[src/rtl/muldiv_unit.sv]
// Iterative RV32M/RV64M multiply/divide unit: shift-add multiply and restoring divide on
// operand magnitudes, a sign-fix cycle, and a result held until the CDB accepts its tag.
module muldiv_unit #(
  parameter int XLEN  = 32,
  parameter int TAG_W = 4
) (
  input  logic             clk,
  input  logic             reset,
  input  logic             start,
  input  logic [2:0]       op,
  input  logic [XLEN-1:0]  SrcA,
  input  logic [XLEN-1:0]  SrcB,
  input  logic [TAG_W-1:0] Tag_in,
  input  logic             flush,
  input  logic             cdb_valid,
  input  logic [TAG_W-1:0] cdb_tag,
  output logic             ready,
  output logic             result_valid,
  output logic [XLEN-1:0]  result,
  output logic [TAG_W-1:0] Tag_out
);

  localparam int CNT_W = $clog2(XLEN) + 1;

  localparam logic [2:0] OP_MUL    = 3'b000;
  localparam logic [2:0] OP_MULH   = 3'b001;
  localparam logic [2:0] OP_MULHSU = 3'b010;
  localparam logic [2:0] OP_DIV    = 3'b100;
  localparam logic [2:0] OP_REM    = 3'b110;

  typedef enum logic [1:0] {IDLE, CALC, FIX, DONE} state_e;

  state_e            state_q, state_d;
  logic [2:0]        op_q, op_d;
  logic [TAG_W-1:0]  tag_q, tag_d;
  logic              neg_q, neg_d;        // product / quotient must be negated
  logic              rem_neg_q, rem_neg_d; // remainder takes the dividend's sign
  logic [XLEN-1:0]   a_mag_q, a_mag_d;
  logic [XLEN-1:0]   b_mag_q, b_mag_d;
  logic [2*XLEN-1:0] p_q, p_d;
  logic [CNT_W-1:0]  cnt_q, cnt_d;
  logic [XLEN-1:0]   result_q, result_d;

  // Issue-side decode of the incoming operands.
  logic            a_signed, b_signed, sign_a, sign_b;
  logic [XLEN-1:0] a_mag, b_mag;
  logic            div_by_zero, div_overflow;
  logic [XLEN-1:0] special_res;

  assign a_signed = (op == OP_MUL) || (op == OP_MULH) || (op == OP_MULHSU) ||
                    (op == OP_DIV) || (op == OP_REM);
  assign b_signed = (op == OP_MUL) || (op == OP_MULH) || (op == OP_DIV) || (op == OP_REM);
  assign sign_a   = a_signed & SrcA[XLEN-1];
  assign sign_b   = b_signed & SrcB[XLEN-1];
  assign a_mag    = sign_a ? -SrcA : SrcA;
  assign b_mag    = sign_b ? -SrcB : SrcB;

  assign div_by_zero  = op[2] && (SrcB == '0);
  assign div_overflow = ((op == OP_DIV) || (op == OP_REM)) &&
                        (SrcA == {1'b1, {(XLEN-1){1'b0}}}) && (SrcB == '1);
  assign special_res  = div_by_zero ? (op[1] ? SrcA : '1)
                                    : (op[1] ? '0   : SrcA);

  // One multiply step: conditionally add the multiplicand into the high half, shift right.
  logic [XLEN:0]     mul_sum;
  logic [2*XLEN-1:0] mul_next;
  assign mul_sum  = {1'b0, p_q[2*XLEN-1:XLEN]} + (p_q[0] ? {1'b0, a_mag_q} : '0);
  assign mul_next = {mul_sum, p_q[XLEN-1:1]};

  // One restoring-divide step: {remainder, dividend/quotient} shifts left one bit.
  logic [XLEN:0]     div_trial, div_diff;
  logic              div_ok;
  logic [2*XLEN-1:0] div_next;
  assign div_trial = p_q[2*XLEN-1:XLEN-1];
  assign div_diff  = div_trial - {1'b0, b_mag_q};
  assign div_ok    = ~div_diff[XLEN];
  assign div_next  = {div_ok ? div_diff[XLEN-1:0] : div_trial[XLEN-1:0], p_q[XLEN-2:0], div_ok};

  logic [2*XLEN-1:0] prod_fix;
  logic [XLEN-1:0]   quot, rem, fix_res;
  assign prod_fix = neg_q ? -p_q : p_q;
  assign quot     = p_q[XLEN-1:0];
  assign rem      = p_q[2*XLEN-1:XLEN];

  always_comb begin
    fix_res = '0;
    case (op_q)
      OP_MUL:                    fix_res = prod_fix[XLEN-1:0];
      3'b001, 3'b010, 3'b011:    fix_res = prod_fix[2*XLEN-1:XLEN];
      3'b100, 3'b101:            fix_res = neg_q ? -quot : quot;
      default:                   fix_res = rem_neg_q ? -rem : rem;
    endcase
  end

  // NOTE: every _d gets its hold value first so no path through the case infers a latch.
  always_comb begin
    state_d   = state_q;
    op_d      = op_q;
    tag_d     = tag_q;
    neg_d     = neg_q;
    rem_neg_d = rem_neg_q;
    a_mag_d   = a_mag_q;
    b_mag_d   = b_mag_q;
    p_d       = p_q;
    cnt_d     = cnt_q;
    result_d  = result_q;

    if (flush) begin
      state_d = IDLE;
    end else begin
      case (state_q)
        IDLE: if (start) begin
          op_d      = op;
          tag_d     = Tag_in;
          neg_d     = sign_a ^ sign_b;
          rem_neg_d = sign_a;
          a_mag_d   = a_mag;
          b_mag_d   = b_mag;
          p_d       = op[2] ? {{XLEN{1'b0}}, a_mag} : {{XLEN{1'b0}}, b_mag};
          cnt_d     = CNT_W'(XLEN - 1);
          if (div_by_zero || div_overflow) begin
            result_d = special_res;
            state_d  = DONE;
          end else begin
            state_d  = CALC;
          end
        end
        CALC: begin
          p_d   = op_q[2] ? div_next : mul_next;
          cnt_d = cnt_q - 1'b1;
          if (cnt_q == '0) state_d = FIX;
        end
        FIX: begin
          result_d = fix_res;
          state_d  = DONE;
        end
        DONE: if (cdb_valid && (cdb_tag == tag_q)) state_d = IDLE;
        default: state_d = IDLE;
      endcase
    end
  end

  // NOTE: state uses non-blocking assignments so every register samples pre-edge values.
  // NOTE: all datapath registers are reset, as the outputs must read zero out of reset.
  always_ff @(posedge clk or negedge reset) begin
    if (!reset) begin
      state_q   <= IDLE;
      op_q      <= '0;
      tag_q     <= '0;
      neg_q     <= 1'b0;
      rem_neg_q <= 1'b0;
      a_mag_q   <= '0;
      b_mag_q   <= '0;
      p_q       <= '0;
      cnt_q     <= '0;
      result_q  <= '0;
    end else begin
      state_q   <= state_d;
      op_q      <= op_d;
      tag_q     <= tag_d;
      neg_q     <= neg_d;
      rem_neg_q <= rem_neg_d;
      a_mag_q   <= a_mag_d;
      b_mag_q   <= b_mag_d;
      p_q       <= p_d;
      cnt_q     <= cnt_d;
      result_q  <= result_d;
    end
  end

  assign ready        = (state_q == IDLE);
  assign result_valid = (state_q == DONE);
  assign result       = result_q;
  assign Tag_out      = tag_q;

endmodule

[config.mk]
export PLATFORM = sky130hd
export DESIGN_NAME = muldiv_unit
export DESIGN_NICKNAME = d
export VERILOG_FILES = /design/src/rtl/muldiv_unit.sv
export SDC_FILE = /design/constraint.sdc
export NUM_CORES = 1
export LEC_CHECK = 0
export CORE_MARGIN = 5
export CORE_UTILIZATION = 32
export DETAILED_ROUTE_END_ITERATION = 10
export MAX_ROUTING_LAYER = met4
export PLACE_DENSITY_LB_ADDON = 0.2
export RECOVER_POWER = 50
export SLEW_MARGIN = 20
export SYNTH_ARGS = -nofsm -noshare
export SYNTH_HDL_FRONTEND = slang
export SYNTH_SLANG_ARGS = --single-unit
[constraint.sdc]
create_clock -name clk -period 10.9 [get_ports clk]
set_clock_uncertainty 0.15 [all_clocks]
set_input_delay 3.27 -clock clk [delete_from_list [all_inputs] [get_ports clk]]
set_output_delay 3.27 -clock clk [all_outputs]
set_load 0.01 [all_outputs]
Word-level counts from Yosys, hierarchy flattened
Index checks and enable logic that the tools add are counted.
{"block": "totals", "regBits": 177, "in_bits": 80, "output_inout_bits": 38}
{"block": "op_classes", "n_addsub": 8, "eq_ne": 20, "muxes": 26, "n_bitwise": 5, "n_reduce_logical": 25}
{"operator": "$mux W32", "count": 12}
{"operator": "$mux W64", "count": 3}
{"operator": "$neg A32 Y32", "count": 4}
{"operator": "$pmux W64 S2", "count": 1}
{"operator": "$pmux W32 S3", "count": 1}
{"operator": "$eq A32 B32 Y1 const B", "count": 2}
{"operator": "$neg A64 Y64", "count": 1}
{"operator": "$pmux W32 S2", "count": 1}
{"operator": "$add A32 B32 Y33", "count": 1}
{"operator": "$sub A33 B32 Y33", "count": 1}
{"operator": "$logic_not A32 Y1", "count": 1}
{"operator": "$eq A3 B3 Y1 const B", "count": 4}
{"operator": "$pmux W6 S2", "count": 1}
{"operator": "$mux W2", "count": 5}
{"operator": "$eq A3 B2 Y1 const B", "count": 3}
{"operator": "$reduce_and A3 Y1", "count": 3}
{"operator": "$logic_or A1 B1 Y1", "count": 8}
{"operator": "$pmux W2 S4", "count": 1}
{"operator": "$eq A3 B1 Y1 const B", "count": 2}
{"operator": "$logic_not A3 Y1", "count": 2}
{"operator": "$logic_not A6 Y1", "count": 1}
{"operator": "$mux W6", "count": 1}
{"operator": "$ne A3 B3 Y1 const B", "count": 2}
{"operator": "$sub A6 B1 Y6 const B", "count": 1}
{"operator": "other kinds (15)", "count": 22}

Logic depth before layout (Yosys ltp)
Gate-level depths: netlist of the first run.
{"block": "depth", "depth_word": 10, "mapped_depth": 16, "ltp_nobuf": 14}

Worst setup path before layout of the first run
OpenSTA, ideal clock, no wires.
{"block": "synth_path", "path_type": "in2reg", "from": "input SrcA[17]", "to": "register result_q[25] (netlist: result[25])", "setup_time_ps": 127, "arrival_time_ps": 6351, "required_time_ps": 10623, "path_slack_ps": 4271, "cell_stages": 10, "n_path_buf": 1, "path_cell_list": "or4_4 > or4_4 > or4_4 > or4_4 > nor4_4 > nand4_1 > and3_1 > a211o_1 > buf_6 > mux2_1"}
{"block": "synth_between", "elab_chain_len": 6}
{"element": "start: declaration", "line": "11", "source": "input logic [XLEN-1:0] SrcA,"}
{"element": "$eq A32 B32 Y1", "line": "60", "source": "(SrcA == {1'b1, {(XLEN-1){1'b0}}}) && (SrcB == '1);"}
{"element": "$logic_and A1 B1 Y1", "line": "59", "source": "assign div_overflow = ((op == OP_DIV) || (op == OP_REM)) &&"}
{"element": "$logic_and A1 B1 Y1", "line": "60"}
{"element": "$logic_or A1 B1 Y1", "line": "121", "source": "if (div_by_zero || div_overflow) begin"}
{"element": "$ne A2 B1 Y1 (no source line)"}
{"element": "$reduce_and A4 Y1 (no source line)"}
{"element": "end signal: assignment", "line": "167", "source": "result_q <= result_d;"}
{"element": "end: declaration", "line": "42", "source": "logic [XLEN-1:0] result_q, result_d;"}
No other way between the ends.
A chain may end at the register's enable or synchronous reset.

Worst setup path after layout of the first run
{"block": "layout_path", "from": "input flush", "to": "register p_q[17]"}
{"block": "layout_between", "elab_chain_len": 2}
{"element": "start: declaration", "line": "14", "source": "input logic flush,"}
{"element": "$not A1 Y1 (no source line)"}
{"element": "$reduce_and A3 Y1 (no source line)"}
{"element": "end signal: assignment", "line": "165", "source": "p_q <= p_d;"}
{"element": "end: declaration", "line": "40", "source": "logic [2*XLEN-1:0] p_q, p_d;"}
No other way between the ends.

==> results.json, run 1 <==
{
  "run_status": "finished with violations",
  "violations": "max-capacitance violations, max-slew violations",
  "ctsHoldBuffers": 0,
  "root_buffer": "clkbuf_16",
  "antenna_found_initial": 3,
  "synth_seq_area_share_pct": 27.4,
  "r2r_cells": 6,
  "cp.required_ns": 11.12,
  "globalRoute.totalOverflow": 0,
  "yosysWarnings": 0,
  "tns_ns": 0,
  "postPlaceCellArea_sq_mm": 0.0179,
  "post_cts_resized": 0,
  "wirelength_um": 64800,
  "fmax_ghz": 0.131,
  "whs_path_depth": 2,
  "drc": 0,
  "fp.dieW_um": 235,
  "power_mw": 5.54,
  "first_pass_iters": 6,
  "end_kind": "flop",
  "nNetsFinal": 2287,
  "crit_slowest_cell": "or2_0",
  "layout_commonest_cell": "nand2_1",
  "drive_gt1_share_pct": 5.18,
  "crit_type": "in2reg",
  "start_kind": "input pin",
  "syn_area_per_cell_sq_um": 7.68,
  "worstMarginPinSlew_ns": 3.80,
  "place.gp.congestion": 0.931,
  "cp.arrival_ns": 7.83,
  "path_depth": 4,
  "synth_nets": 2260,
  "clk_pin_slew_ns": 0.08,
  "fin_util_pct": 36.9,
  "rsz0062_at_grt": "false",
  "cts_max_path_buffers": 2,
  "grt.total_usage_pct": 23.6,
  "cts_buffers": 17,
  "power_density_mw_per_mm2": 300,
  "synthCells": 2103,
  "grt_pass1_wl_um": 98400,
  "path_buf_inv": 1,
  "min_path_type": "reg2reg",
  "synth_area_sq_mm": 0.0162,
  "fp.dieArea_sq_mm": 0.0551,
  "grt_max_degree": 94,
  "cp_max_fo": 55,
  "num_rows": 82,
  "die_h_um": 235,
  "area_growth_pct": 14.5,
  "vias": 16100,
  "cts_tree": "built",
  "stdcell_area_sq_mm": 0.0185,
  "fin_crit_sh_pct": 69.8,
  "irDropWorstVdd_uv": 166,
  "synthArstFlopShare_pct": 100,
  "ys.flop_type": "dfrtp_1",
  "path_cells": "dlygate4sd3_1, or2_0, nor2_1, a221o_1",
  "final_cell_mix": "279 x nand2_1, 218 x o21ai_0, 175 x dfrtp_1",
  "ant_nets": 0,
  "htree_levels": 4,
  "finalHoldViolations": 0,
  "slew_viol_final": 120,
  "drtIter0Drc": 1337,
  "dp_hpwl_um": 49900,
  "ioPinCount": 118,
  "power.leakage_nw": 7.54,
  "initial_core_util_pct": 32.3,
  "min_period_ns": 7.61,
  "grt_pass1_vias": 15600,
  "portBuffers": 117,
  "max-slew-margin-rel_pct": -153,
  "cts_post_setup_buffers_inserted": 0,
  "core_sq_mm": 0.0501,
  "synth-edff-count": 0,
  "routed_via_density": 5.72,
  "clkLatencyLatePin_ns": 0.49,
  "maxCapViolCount": 2,
  "whs_ns": 0.328,
  "yosys_register_bits": 177,
  "setup_violations": 0,
  "clkSinkCount": 177,
  "slowest_delay_ns": 2.26,
  "critical-path-top-delay-family": "simple AND/OR/NAND/NOR gates",
  "ys_types": 69,
  "wl_per_cell_um": 23.0
}
## metrics by stage
step                      std cells  worst slack (ns)
after global placement         2783              2.90
after detailed placement       2783              2.85
after global routing           2818              2.96
after CTS                      2815              3.39
final                          2818              3.29
after floorplan                2103              4.27
## where the power goes
part	total (mW)	switching [mW]	leakage (nW)	internal [mW]
logic	3.59	2.17	5.06	1.42
registers	1.30	0.365	2.22	0.940
clock network	0.647	0.306	0.272	0.341
total	5.54	2.84	7.54	2.70
## logic make-up (layout without fill, tap and decap cells)
kind of cell               Yosys count  count (layout)  share of synthesized area, %
AOI/OAI and AO/OA                  656             656                          24.7
xor gates and xnor gates           186             186                          10.1
adders and majority gates           92              92                          6.99
buffers and inverters              220             260                          5.32
DFF                                177             177                          27.4
muxes                               75              75                          4.82
other                                0               3                             0
and+or+nand+nor                    697             697                          20.7
## worst min-delay path, cell delays in order, from the launching register on
cell and delay (ns):
dfrtp_1 0.34, nand2_1 0.04, o21ai_0 0.06
## final cells by class
cell class | instances | area (sq um)
Sequential cell | 177 | 4430
Antenna cell | 3 | 7.51
Tap cell | 672 | 841
Timing Repair Buffer | 152 | 1430
Multi-Input combinational cell | 1706 | 10900
Clock buffer | 19 | 433
Fill cell | 5272 | 31600
Inverter | 76 | 285
Clock inverter | 13 | 151
## cell usage after synthesis, types with 16 or more instances
| cell | n | share of area [%] |
|---|---|---|
| mux2i_1 | 62 | 3.8 |
| o31ai_1 | 24 | 1.1 |
| nand2b_1 | 17 | 0.66 |
| nand3_1 | 31 | 0.96 |
| a31oi_1 | 19 | 0.74 |
| ha_1 | 75 | 5.8 |
| a21o_1 | 33 | 1.5 |
| o21ai_0 | 218 | 6.8 |
| xor2_1 | 88 | 4.8 |
| or3_1 | 28 | 1.1 |
| dfrtp_1 | 177 | 27 |
| nor2b_1 | 17 | 0.66 |
| a22oi_1 | 19 | 0.88 |
| a21oi_1 | 161 | 5.0 |
| clkbuf_1 | 131 | 3.0 |
| nor3_1 | 55 | 1.7 |
| o21ai_1 | 29 | 0.90 |
| nand4_1 | 19 | 0.74 |
| xnor2_1 | 98 | 5.3 |
| and2_1 | 43 | 1.7 |
| nand2_1 | 279 | 6.5 |
| nor2_1 | 128 | 3.0 |
| inv_1 | 74 | 1.7 |
| o41ai_1 | 16 | 0.87 |
| a211oi_1 | 18 | 0.84 |
## state kept, by name, summed over array words and instances, names as in the netlist
name / flops
state_q: 2
a_mag_q: 32
result: 32
rem_neg_q: 1
Tag_out: 4
b_mag_q: 32
cnt_q: 6
p_q: 64
neg_q: 1
op_q: 3
## per-layer routing
layer,global-route usage [%],up-vias,routed length (um)
li1,-,7589,-
met1,30.3,7816,28100
met2,38.3,602,30900
met3,3.08,107,3390
met4,8.58,0,2390
met5,-,-,0
## path summary, 6_finish.rpt
kind	start	end	slack, ns
max	flush	p_q[17]	3.29
min	a_mag_q[22]	a_mag_q[22]	0.33
max reg2reg	state_q[0]	p_q[17]	5.90
min reg2reg	a_mag_q[22]	a_mag_q[22]	0.33
max in group asynchronous	reset	p_q[0]	4.21
min in group asynchronous	reset	a_mag_q[30]	3.93
(Power assumes the default switching activity.)
==> run 2, diff against run 1 <==
==> constraint.sdc (replaced) <==
create_clock -name clk -period 7.1 [get_ports clk]
set_clock_uncertainty 0.15 [all_clocks]
set_input_delay 2.13 -clock clk [delete_from_list [all_inputs] [get_ports clk]]
set_output_delay 2.13 -clock clk [all_outputs]
set_load 0.01 [all_outputs]
==> run 2 against run 1 <==
Net effect: the flow still finishes with violations (max-capacitance violations, max-slew violations); via count about the same; routed wire length down 0.92%; sequential cell count unchanged; clock-buffer cell count is 6 higher; critical endpoint is now result[30]; largest cell class unchanged; largest power group unchanged; highest routed layer unchanged.
==> results.json, run 2 (synthesis results as in run 1) <==
{
  "max-slew-margin-rel_pct": -105,
  "path_common_cell": "or4_4",
  "globalRoute.totalOverflow": 0,
  "fmax_ghz": 0.161,
  "slew_viol_final": 248,
  "r2r_slack_ns": 2.10,
  "root_buffer": "clkbuf_16",
  "worstMarginPinSlew_ns": 3.08,
  "dp_cells": 2786,
  "run_status": "finished with violations",
  "wirelength_um": 64200,
  "final_cell_mix": "279 x nand2_1, 218 x o21ai_0, 176 x dfrtp_1",
  "post_cts_resized": 0,
  "cts_max_path_buffers": 2,
  "ant_nets": 0,
  "finalHoldViolations": 0,
  "htree_levels": 4,
  "place.gp.congestion": 0.940,
  "area_growth_pct": 14.5,
  "layout_setup_ws_ns": 0.885,
  "worst_r2r_endpoint": "p_q[42]",
  "irDropWorstVdd_uv": 234,
  "first_pass_iters": 6,
  "dp_hpwl_um": 49800,
  "min_path_type": "reg2reg",
  "vias": 16100,
  "cp.required_ns": 7.27,
  "portBuffers": 117,
  "end_kind": "flop",
  "clkLatencyLatePin_ns": 0.47,
  "drtIter0Drc": 1363,
  "ctsHoldBuffers": 0,
  "cts_tree": "built",
  "nNetsFinal": 2290,
  "violations": "max-capacitance violations, max-slew violations",
  "power_density_mw_per_mm2": 456,
  "postPlaceCellArea_sq_mm": 0.0179,
  "fp.dieArea_sq_mm": 0.0551,
  "rsz0062_at_grt": "false",
  "stdcell_area_sq_mm": 0.0185,
  "setup_violations": 0,
  "regMostFlops": "p_q",
  "min_period_ns": 6.22,
  "grt_pass1_wl_um": 97100,
  "grt.total_usage_pct": 23.2,
  "largest_register_ffs": 64,
  "tns_ns": 0,
  "slowest_delay_ns": 0.61,
  "cts_post_setup_buffers_inserted": 0,
  "ioPinCount": 118,
  "drive_gt1_share_pct": 5.13,
  "r2r_cells": 15,
  "die_h_um": 235,
  "start_kind": "input pin",
  "clkSinkCount": 177,
  "fp.dieW_um": 235,
  "power.leakage_nw": 7.55,
  "wl_per_cell_um": 22.8,
  "num_rows": 82,
  "endpoint": "result[30]",
  "drc": 0,
  "post-place-ws_ns": 0.407,
  "maxCapViolCount": 3,
  "cts_buffers": 17,
  "rr_startpoint": "p_q[31]",
  "routed_via_density": 5.72,
  "fin_crit_sh_pct": 87.5,
  "initial_core_util_pct": 32.3,
  "layout_commonest_cell": "nand2_1",
  "crit_type": "in2reg",
  "cp-startpoint": "SrcA[15]",
  "antenna_found_initial": 1,
  "clk_pin_slew_ns": 0.06,
  "stdcell_count": 2819,
  "grt_pass1_vias": 15500,
  "cp.arrival_ns": 6.38,
  "grt_max_degree": 147,
  "cp_max_fo": 39,
  "path_cells": "clkdlybuf4s50_1, or4_4, or4_4, or4_4, or4_4, nor4_4, nand4_1, and3_1, a211o_2, buf_4, nand2_1, o21ai_1",
  "core_sq_mm": 0.0501,
  "nFillCells": 5320,
  "crit_slowest_cell": "a211o_2"
}
## run 2: changes by cell type in the layout (fill, tap and decap cells not counted), sizes merged
cell	delta
dlygate4sd3	+1
diode	-2
clkdlybuf4s50	-1
bufinv	-1
clkinvlp	+1
inv	-6
clkbuf	+9
## run 2: layout make-up
| cell class | instances | area, sq um | area share (%) |
|---|---|---|---|
| Antenna cell | 1 | 2.50 | 0.0135 |
| Timing Repair Buffer | 155 | 1460 | 7.91 |
| Clock inverter | 7 | 76.3 | 0.413 |
| Multi-Input combinational cell | 1706 | 10900 | 58.9 |
| Clock buffer | 25 | 495 | 2.68 |
| Sequential cell | 177 | 4430 | 24.0 |
| Inverter | 76 | 285 | 1.54 |
| Tap cell | 672 | 841 | 4.55 |
## run 2: worst max-delay path, delay by kind of cell
family	cells	cell delay, ns
and+or+nand+nor	8	2.72
buffers and inverters	2	0.83
AOI/OAI and AO/OA	2	0.66
## run 2: power by group
group          leakage [nW]  internal [mW]  switching, mW  total, mW
sequential             2.22           1.44          0.543       1.99
combinational          5.07           2.18           3.31       5.48
clock                 0.262          0.522          0.449      0.970
## run 2: worst min path at each step
stage,start,endpoint,slack (ns),cells past startpoint
after floorplan,a_mag_q[30],a_mag_q[30],0.29,2
after global placement,a_mag_q[8],a_mag_q[8],0.31,2
after detailed placement,a_mag_q[7],a_mag_q[7],0.31,2
after CTS,a_mag_q[7],a_mag_q[7],0.33,2
after global routing,a_mag_q[25],a_mag_q[25],0.34,2
final,a_mag_q[8],a_mag_q[8],0.32,2
## run 2: routing by layer
layer  up-vias  track usage (%)  wire (um)  share of wire, %
li1       7606                -          -                 -
met1      7840             29.8      27900                43
met2       563             38.0      30700                48
met3       116             2.64       3160               4.9
met4         0             8.41       2470               3.8
met5         -                -          0                 0
## run 2: stage by stage
stage | total power, mW | utilization (%) | hold slack [ns]
2_1_floorplan | 5.78 | - | 0.292
4_1_cts | 8.42 | 37.0 | 0.328
3_5_place_dp | 7.42 | 35.8 | 0.314
5_1_grt | 9.11 | 36.9 | 0.340
6_report | 8.44 | 36.9 | 0.324
3_3_place_gp | 7.37 | 35.8 | 0.306
